**config.mk**
```make
export PLATFORM = sky130hd
export DESIGN_NAME = alarm_ring_ctrl
export DESIGN_NICKNAME = d
export VERILOG_FILES = /design/src/rtl/alarm_ring_ctrl.sv
export SDC_FILE = /design/constraint.sdc
export NUM_CORES = 1
export LEC_CHECK = 0
export CORE_MARGIN = 2
export CORE_UTILIZATION = 23
export DETAILED_ROUTE_END_ITERATION = 16
export PLACE_DENSITY = 0.42
export SLEW_MARGIN = 20
export SYNTH_ARGS = -nofsm -noshare
export SYNTH_HDL_FRONTEND = slang
export SYNTH_SLANG_ARGS = --single-unit
```
**constraint.sdc**
```tcl
create_clock -name clk -period 7.2 [get_ports clk]
set_input_delay 1.08 -clock clk [delete_from_list [all_inputs] [get_ports clk]]
set_output_delay 1.08 -clock clk [all_outputs]
set_load 0.03 [all_outputs]
```
**src/rtl/alarm_ring_ctrl.sv**
```systemverilog
// -----------------------------------------------------------------------------
// alarm_ring_ctrl
// Alarm clock ring sequencer. Detects the falling edge of the time-comparator
// match (match_n), rings the buzzer with a 1 s on / 1 s off cadence, and
// handles stop and snooze keys. The number of snoozes per alarm event is
// limited. Ringing stops on its own after RING_SEC seconds. After the event ends,
// the block stays in DONE until the comparator match goes away. This prevents a
// retrigger within the same matching minute.
//
// Parameters
//   RING_SEC    ring duration in seconds before auto-stop (1..65535)
//   SNOOZE_SEC  snooze pause in seconds (1..65535)
//   MAX_SNOOZE  snoozes allowed per alarm event (0..7)
//
// Ports
//   clk         system clock
//   rst_n       asynchronous active-low reset
//   alarm_en    alarm armed; low forces IDLE on the next edge
//   match_n     active-low "set time == current time" level
//   sec_tick    one-clk pulse per second
//   key_stop    one-clk stop press
//   key_snooze  one-clk snooze press
//   buzzer      buzzer drive, active-high
//   ringing     high in RING
//   snoozing    high in SNOOZE
//   snooze_cnt  snoozes used in the current event
//   state       IDLE=0, RING=1, SNOOZE=2, DONE=3
// -----------------------------------------------------------------------------
module alarm_ring_ctrl #(
    parameter int RING_SEC   = 60,
    parameter int SNOOZE_SEC = 300,
    parameter int MAX_SNOOZE = 3
) (
    input  logic       clk,
    input  logic       rst_n,
    input  logic       alarm_en,
    input  logic       match_n,
    input  logic       sec_tick,
    input  logic       key_stop,
    input  logic       key_snooze,
    output logic       buzzer,
    output logic       ringing,
    output logic       snoozing,
    output logic [2:0] snooze_cnt,
    output logic [1:0] state
);

    localparam logic [1:0] ST_IDLE   = 2'd0;
    localparam logic [1:0] ST_RING   = 2'd1;
    localparam logic [1:0] ST_SNOOZE = 2'd2;
    localparam logic [1:0] ST_DONE   = 2'd3;

    localparam logic [15:0] RING_LAST   = 16'(RING_SEC - 1);
    localparam logic [15:0] SNOOZE_LAST = 16'(SNOOZE_SEC - 1);
    localparam logic [2:0]  SNOOZE_MAX  = 3'(MAX_SNOOZE);

    logic [1:0]  state_reg, state_next;
    logic        phase_reg, phase_next;
    logic [15:0] ring_sec_reg, ring_sec_next;
    logic [15:0] snz_sec_reg, snz_sec_next;
    logic [2:0]  snooze_cnt_reg, snooze_cnt_next;
    logic        match_q;
    logic        trigger;

    // match_q resets high so that a match that is already active at reset
    // release is treated as a fresh falling edge.
    assign trigger = alarm_en & match_q & ~match_n;

    always_comb begin
        state_next      = state_reg;
        phase_next      = phase_reg;
        ring_sec_next   = ring_sec_reg;
        snz_sec_next    = snz_sec_reg;
        snooze_cnt_next = snooze_cnt_reg;

        if (!alarm_en) begin
            // Disarming overrides every other event.
            state_next      = ST_IDLE;
            phase_next      = 1'b0;
            ring_sec_next   = '0;
            snz_sec_next    = '0;
            snooze_cnt_next = '0;
        end else begin
            case (state_reg)
                ST_IDLE: begin
                    if (trigger) begin
                        state_next    = ST_RING;
                        ring_sec_next = '0;
                        phase_next    = 1'b1;
                    end
                end
                ST_RING: begin
                    // Priority: stop, then an accepted snooze, then the second
                    // tick. An ignored snooze (limit reached) lets the tick proceed.
                    if (key_stop) begin
                        state_next = ST_DONE;
                    end else if (key_snooze && (snooze_cnt_reg < SNOOZE_MAX)) begin
                        state_next      = ST_SNOOZE;
                        snooze_cnt_next = snooze_cnt_reg + 3'd1;
                        snz_sec_next    = '0;
                    end else if (sec_tick) begin
                        if (ring_sec_reg == RING_LAST) begin
                            state_next = ST_DONE;
                        end else begin
                            ring_sec_next = ring_sec_reg + 16'd1;
                            phase_next    = ~phase_reg;
                        end
                    end
                end
                ST_SNOOZE: begin
                    // Stop wins over a snooze expiry in the same cycle.
                    if (key_stop) begin
                        state_next = ST_DONE;
                    end else if (sec_tick) begin
                        if (snz_sec_reg == SNOOZE_LAST) begin
                            state_next    = ST_RING;
                            ring_sec_next = '0;
                            phase_next    = 1'b1;
                        end else begin
                            snz_sec_next = snz_sec_reg + 16'd1;
                        end
                    end
                end
                default: begin  // ST_DONE
                    if (match_n) begin
                        state_next      = ST_IDLE;
                        phase_next      = 1'b0;
                        ring_sec_next   = '0;
                        snz_sec_next    = '0;
                        snooze_cnt_next = '0;
                    end
                end
            endcase
        end
    end

    always_ff @(posedge clk or negedge rst_n) begin
        if (!rst_n) begin
            state_reg      <= ST_IDLE;
            phase_reg      <= 1'b0;
            ring_sec_reg   <= '0;
            snz_sec_reg    <= '0;
            snooze_cnt_reg <= '0;
            match_q        <= 1'b1;
        end else begin
            state_reg      <= state_next;
            phase_reg      <= phase_next;
            ring_sec_reg   <= ring_sec_next;
            snz_sec_reg    <= snz_sec_next;
            snooze_cnt_reg <= snooze_cnt_next;
            match_q        <= match_n;
        end
    end

    // All outputs are plain decodes of registers. The reset clears them
    // immediately and they cannot glitch after release.
    assign ringing    = (state_reg == ST_RING);
    assign snoozing   = (state_reg == ST_SNOOZE);
    assign buzzer     = ringing & phase_reg;
    assign snooze_cnt = snooze_cnt_reg;
    assign state      = state_reg;

endmodule

```
==> impl_metrics.tcl, run 1 <==
set metrics [dict create \
    setup_viol 0 \
    drv_cap 0 \
    synthArstFlopShare_pct 100.0 \
    synth_seq_area_share_pct 39.75 \
    n_antenna_cell 0 \
    vias_per_cell 5.268 \
    path_class "in -> reg" \
    ant_nets 0 \
    max_freq_mhz 277.9 \
    final_common_cell "dfrtp_1" \
    required_ns 7.39 \
    cts_buffers 5 \
    yosysTopAreaCell "dfrtp_1" \
    power_w 0.0006625 \
    synthToLayoutAreaGrowth_pct 13.94 \
    yosys.area.top_type_share_pct 38.68 \
    drt_first_iter_violations 123 \
    grt_pass1_vias 2106 \
    ys_warn_count 0 \
    firstDrtPassIters 4 \
    ys_dominant_reg_cell "dfrtp_1" \
    wire_per_inst_um 15.18 \
    die_y_um 107.4 \
    mostFrequentLayoutCells "38 x dfrtp_1, 21 x nand3_1, 21 x o21ai_0, 20 x a21oi_1" \
    synth-edff-count 0 \
    finalClockSkew_ns 0.008700 \
    cts_max_path_buffers 2 \
    hold_path.class "reg -> reg" \
    clock-sinks 39 \
    worstSkewPairLatency_ns 0.30 \
    place.gp.congestion 0.8282 \
    startpoint_type "primary input" \
    synthCells 275 \
    cts_tree "done" \
    grt_pass1_wl_um 10930 \
    post-cts-setup-buffer-count 0 \
    drc 0 \
    ys_seq_elements 39 \
    nNetsFinal 299 \
    syn_area_per_cell_sq_um 8.940 \
    grt_overflow 0 \
    max-slew-margin-rel_pct 36.83 \
    coreArea_sq_mm 0.01037 \
    rsz0062_at_grt "false" \
    p_leak_nw 1.027 \
    hpwl_um 4365 \
    post_dp_cell_area_sq_mm 0.002720 \
    clk_pin_slew_ns 0.08 \
    cts-root-buf "clkbuf_8" \
    yosysUniqueCellTypes 52 \
    start_util_pct 23.71 \
    powerDensity_mw_per_mm2 236.5 \
    slew_viol_final 0 \
    synth_nets 289 \
    synth.cell_area_sq_mm 0.002459 \
    via_count 2223 \
    min_period_ns 3.599 \
    grt_usage_pct 12.03 \
    die_width_um 107.4 \
    hold_buffers 0 \
    drive_above_1_share_pct 6.643 \
    stdcell_area_sq_mm 0.002801 \
    rows 37 \
    setup.worst_path.end_class "flip-flop" \
    vdd_ir_drop_max_mv 0.08587 \
    cts_resized 0 \
    grt_max_degree 40 \
    crit_fanout 12 \
    totalWireLength_um 6408 \
    numPortBuffers 14 \
    cts_htree_levels 2 \
    antenna_found_initial 0 \
    worst_slew_pin_slew_ns 0.9476 \
    tns_ns 0 \
    hold_viol 0 \
    fin_crit_sh_pct 49.98 \
    synth_area_leaders "dfrtp_1 39%, nand3_1 4.3%, o21ai_0 4.3%" \
    worstPathArrival_ns 3.79 \
    status "finished, final reports clean" \
    die_area_sq_mm 0.01153 \
    ioPinCount 15 \
]
-- power breakdown --
part	internal, W	switching [W]
Combinational	0.0000859	0.000174
Sequential	0.000233	0.0000199
Clock	0.0000682	0.0000817
-- worst paths after layout --
| check | startpoint | to | slack (ns) | cells past startpoint |
|---|---|---|---|---|
| min | ring_sec_reg[14]$_DFFE_PN0P_ | ring_sec_reg[14]$_DFFE_PN0P_ | 0.52 | 1 |
| max reg2reg | state[1]$_DFFE_PN0P_ | ring_sec_reg[10]$_DFFE_PN0P_ | 4.20 | 7 |
| max in group asynchronous | rst_n | ring_sec_reg[5]$_DFFE_PN0P_ | 5.69 | 1 |
| min in group asynchronous | rst_n | snz_sec_reg[12]$_DFFE_PN0P_ | 0.93 | 1 |
| min reg2reg | ring_sec_reg[14]$_DFFE_PN0P_ | ring_sec_reg[14]$_DFFE_PN0P_ | 0.52 | 1 |
| max | alarm_en | ring_sec_reg[10]$_DFFE_PN0P_ | 3.60 | 6 |
-- per-stage QoR --
stage / worst slack [ns] / instances / utilization (%) / hold WS, ns
CTS: 3.600 / 422 / 27.02 / 0.5159
global route: 3.383 / 422 / 27.02 / 0.5579
finish: 3.601 / 422 / 27.02 / 0.5224
detailed placement: 3.292 / 414 / 26.23 / 0.5019
floorplan: 4.507 / 275 / - / 0.4639
global placement: 3.423 / 414 / 26.23 / 0.5104
-- cells in the mapped netlist, types with 8 or more instances --
master	n
nand2_1	13
o21ai_0	21
a31oi_1	8
o31ai_1	8
nand3_1	21
nor2_1	14
or3_1	14
inv_1	11
a21oi_1	20
dfrtp_1	38
nand4_1	11
-- routing by layer --
layer	global-route usage (%)	share of wire, %	vias up
li1	-	-	1078
met1	17.27	49	1081
met2	17.45	45	56
met3	3.027	4.4	8
met4	4.121	1.2	0
met5	0	0	-
-- logic make-up after synthesis --
group,Yosys count,share of synthesized area [%]
buffers and inverters,22,3.461
AND/OR/NAND/NOR,115,27.99
XOR/XNOR,2,0.7126
adder cells (fa/ha/maj),7,3.562
AO/OA/AOI/OAI,86,22.80
multiplexers,4,1.730
flip-flops,39,39.75
-- worst max-delay path, stage by stage --
cell and delay, ns:
clkdlybuf4s50_1 0.71, and2_1 0.44, o21ai_0 0.25, nor2b_1 0.74
nand2_1 0.22, o41ai_1 0.35
-- final cells by class --
cell class / instances / area (sq um)
clock buffers: 7 / 76.32
clock inverters: 1 / 5.005
fillers: 1127 / 7569
inverters: 11 / 41.29
multi-input cells: 214 / 1396
flip-flops and latches: 39 / 977.2
well taps: 136 / 170.2
repair buffers: 14 / 135.1
Power figures use the tool's default switching activity.
==> run 2, diff against run 1 <==
==> constraint.sdc (replaced) <==
create_clock -name clk -period 3.6 [get_ports clk]
set_input_delay 0.54 -clock clk [delete_from_list [all_inputs] [get_ports clk]]
set_output_delay 0.54 -clock clk [all_outputs]
set_load 0.03 [all_outputs]
==> impl_metrics.tcl, run 2 (synthesis gave the netlist of run 1 again) <==
set metrics [dict create \
    cts_buffers 5 \
    ant_nets 0 \
    nNetsFinal 302 \
    fillerInstances 1145 \
    layout_setup_ws_ns 0.7477 \
    cts-root-buf "clkbuf_8" \
    max_freq_mhz 350.6 \
    crit_buf_inv 1 \
    slew_viol_final 0 \
    die_width_um 107.4 \
    status "finished, final reports clean" \
    hold_ws_ns 0.3725 \
    hold_buffers 0 \
    post-cts-setup-buffer-count 0 \
    grt_overflow 0 \
    place.gp.congestion 0.7963 \
    cts_resized 0 \
    path_class "reg -> reg" \
    coreArea_sq_mm 0.01037 \
    wire_per_inst_um 14.70 \
    cts_htree_levels 2 \
    comb_power_share_pct 38.6 \
    hold_path.class "in -> async" \
    cp.depth 7 \
    worstSkewPairLatency_ns 0.29 \
    post-route-util_pct 27.45 \
    regArea_sq_um 977.2 \
    grt_pass1_vias 2151 \
    stdcell_area_sq_mm 0.002846 \
    die_area_sq_mm 0.01153 \
    final_common_cell "dfrtp_1" \
    sw_frac_of_total_pct 39.71 \
    totalWireLength_um 6246 \
    mostFrequentLayoutCells "38 x dfrtp_1, 21 x nand3_1, 21 x o21ai_0, 20 x a21oi_1" \
    n_antenna_cell 0 \
    rows 37 \
    ioPinCount 15 \
    vias_per_cell 5.158 \
    tns_ns 0 \
    firstDrtPassIters 4 \
    synthToLayoutAreaGrowth_pct 15.78 \
    worst_slew_pin_slew_ns 0.9262 \
    fin_crit_sh_pct 79.23 \
    cp_slowest_stage_delay_ns 0.58 \
    path_cells "inv_1, ha_1, nor2b_1, o21ai_0, nand3_1, or4_1, a21oi_1" \
    pre_cts_slack_ns 0.5050 \
    crit_start "state[0]$_DFFE_PN0P_" \
    start_util_pct 23.71 \
    crit_fanout 11 \
    grt_usage_pct 11.41 \
    required_ns 3.81 \
    via_count 2192 \
    clock-sinks 39 \
    grt_max_degree 40 \
    path_delay_family "simple AND/OR/NAND/NOR gates" \
    finalClockSkew_ns 0.008457 \
    vdd_ir_drop_max_mv 0.1796 \
    powerDensity_mw_per_mm2 477.8 \
    drc 0 \
    timing.rr.start "state[0]$_DFFE_PN0P_" \
    clk_pin_slew_ns 0.08 \
    numPortBuffers 14 \
    die_y_um 107.4 \
    setup.worst_path.end_class "flip-flop" \
    max-slew-margin-rel_pct 38.26 \
    grt_pass1_wl_um 10670 \
    worstPathArrival_ns 3.06 \
    r2r_slack_ns 0.75 \
    antenna_found_initial 0 \
    startpoint_type "flip-flop" \
    drive_above_1_share_pct 8.304 \
    slowest_stage "or4_1" \
    multi_input_area_sq_mm 0.001396 \
    cts_tree "done" \
    p_leak_nw 1.051 \
    seqPwrFrac_pct 37.1 \
    hpwl_um 4372 \
    setup_viol 0 \
    min_period_ns 2.852 \
    post_dp_cell_area_sq_mm 0.002743 \
    drt_first_iter_violations 114 \
    r2r_cells 7 \
    drv_cap 0 \
    hold_viol 0 \
    cts_max_path_buffers 2 \
    rsz0062_at_grt "false" \
    clockPowerShare_pct 24.4 \
    power.switching_w 0.0005400 \
    p_int_w 0.0008200 \
]
## run 2: cell types whose count changed in the layout (fill, tap and decap cells not counted)
cell / previous run / this run
buf_4: 0 / 3
clkbuf_1: 2 / 0
clkbuf_8: 5 / 7
clkinv_2: 1 / 0
clkinvlp_4: 0 / 1
## run 2: worst paths after layout
check / to
max in group asynchronous: snooze_cnt[1]$_DFFE_PN0P_
setup reg to reg: snz_sec_reg[15]$_DFFE_PN0P_
hold / removal: snz_sec_reg[14]$_DFFE_PN0P_
min in group clk: phase_reg$_DFFE_PN0P_
setup / recovery: snz_sec_reg[15]$_DFFE_PN0P_
hold reg to reg: phase_reg$_DFFE_PN0P_
## run 2: area by class of cell
type                       count  area share, %
inverter                      11          1.451
multi-input combinational    214          49.05
clock buffer                   7          3.385
timing repair buffer          17          5.538
clock inverter                 1         0.2637
sequential                    39          34.33
tap                          136          5.978
## run 2: power groups by stage
stage	Combinational, W	Sequential, W	Clock [W]
2_1_floorplan	0.000350	0.000522	0
3_3_place_gp	0.000529	0.000514	0
3_5_place_dp	0.000529	0.000510	0
4_1_cts	0.000529	0.000503	0.000353
5_1_grt	0.000581	0.000510	0.000376
6_report	0.000525	0.000504	0.000331
## run 2: through the flow
step / total power [W] / cells
CTS: 0.001384 / 425
finish: 0.001360 / 425
global placement: 0.001042 / 417
floorplan: 0.0008715 / 275
global route: 0.001466 / 425
detailed placement: 0.001039 / 417
## run 2: layer usage
layer	part of all wire, %	GRT usage (%)
met1	48	16.15
met3	3.7	2.058
met2	47	17.95
met4	0.75	2.930
met5	0	0
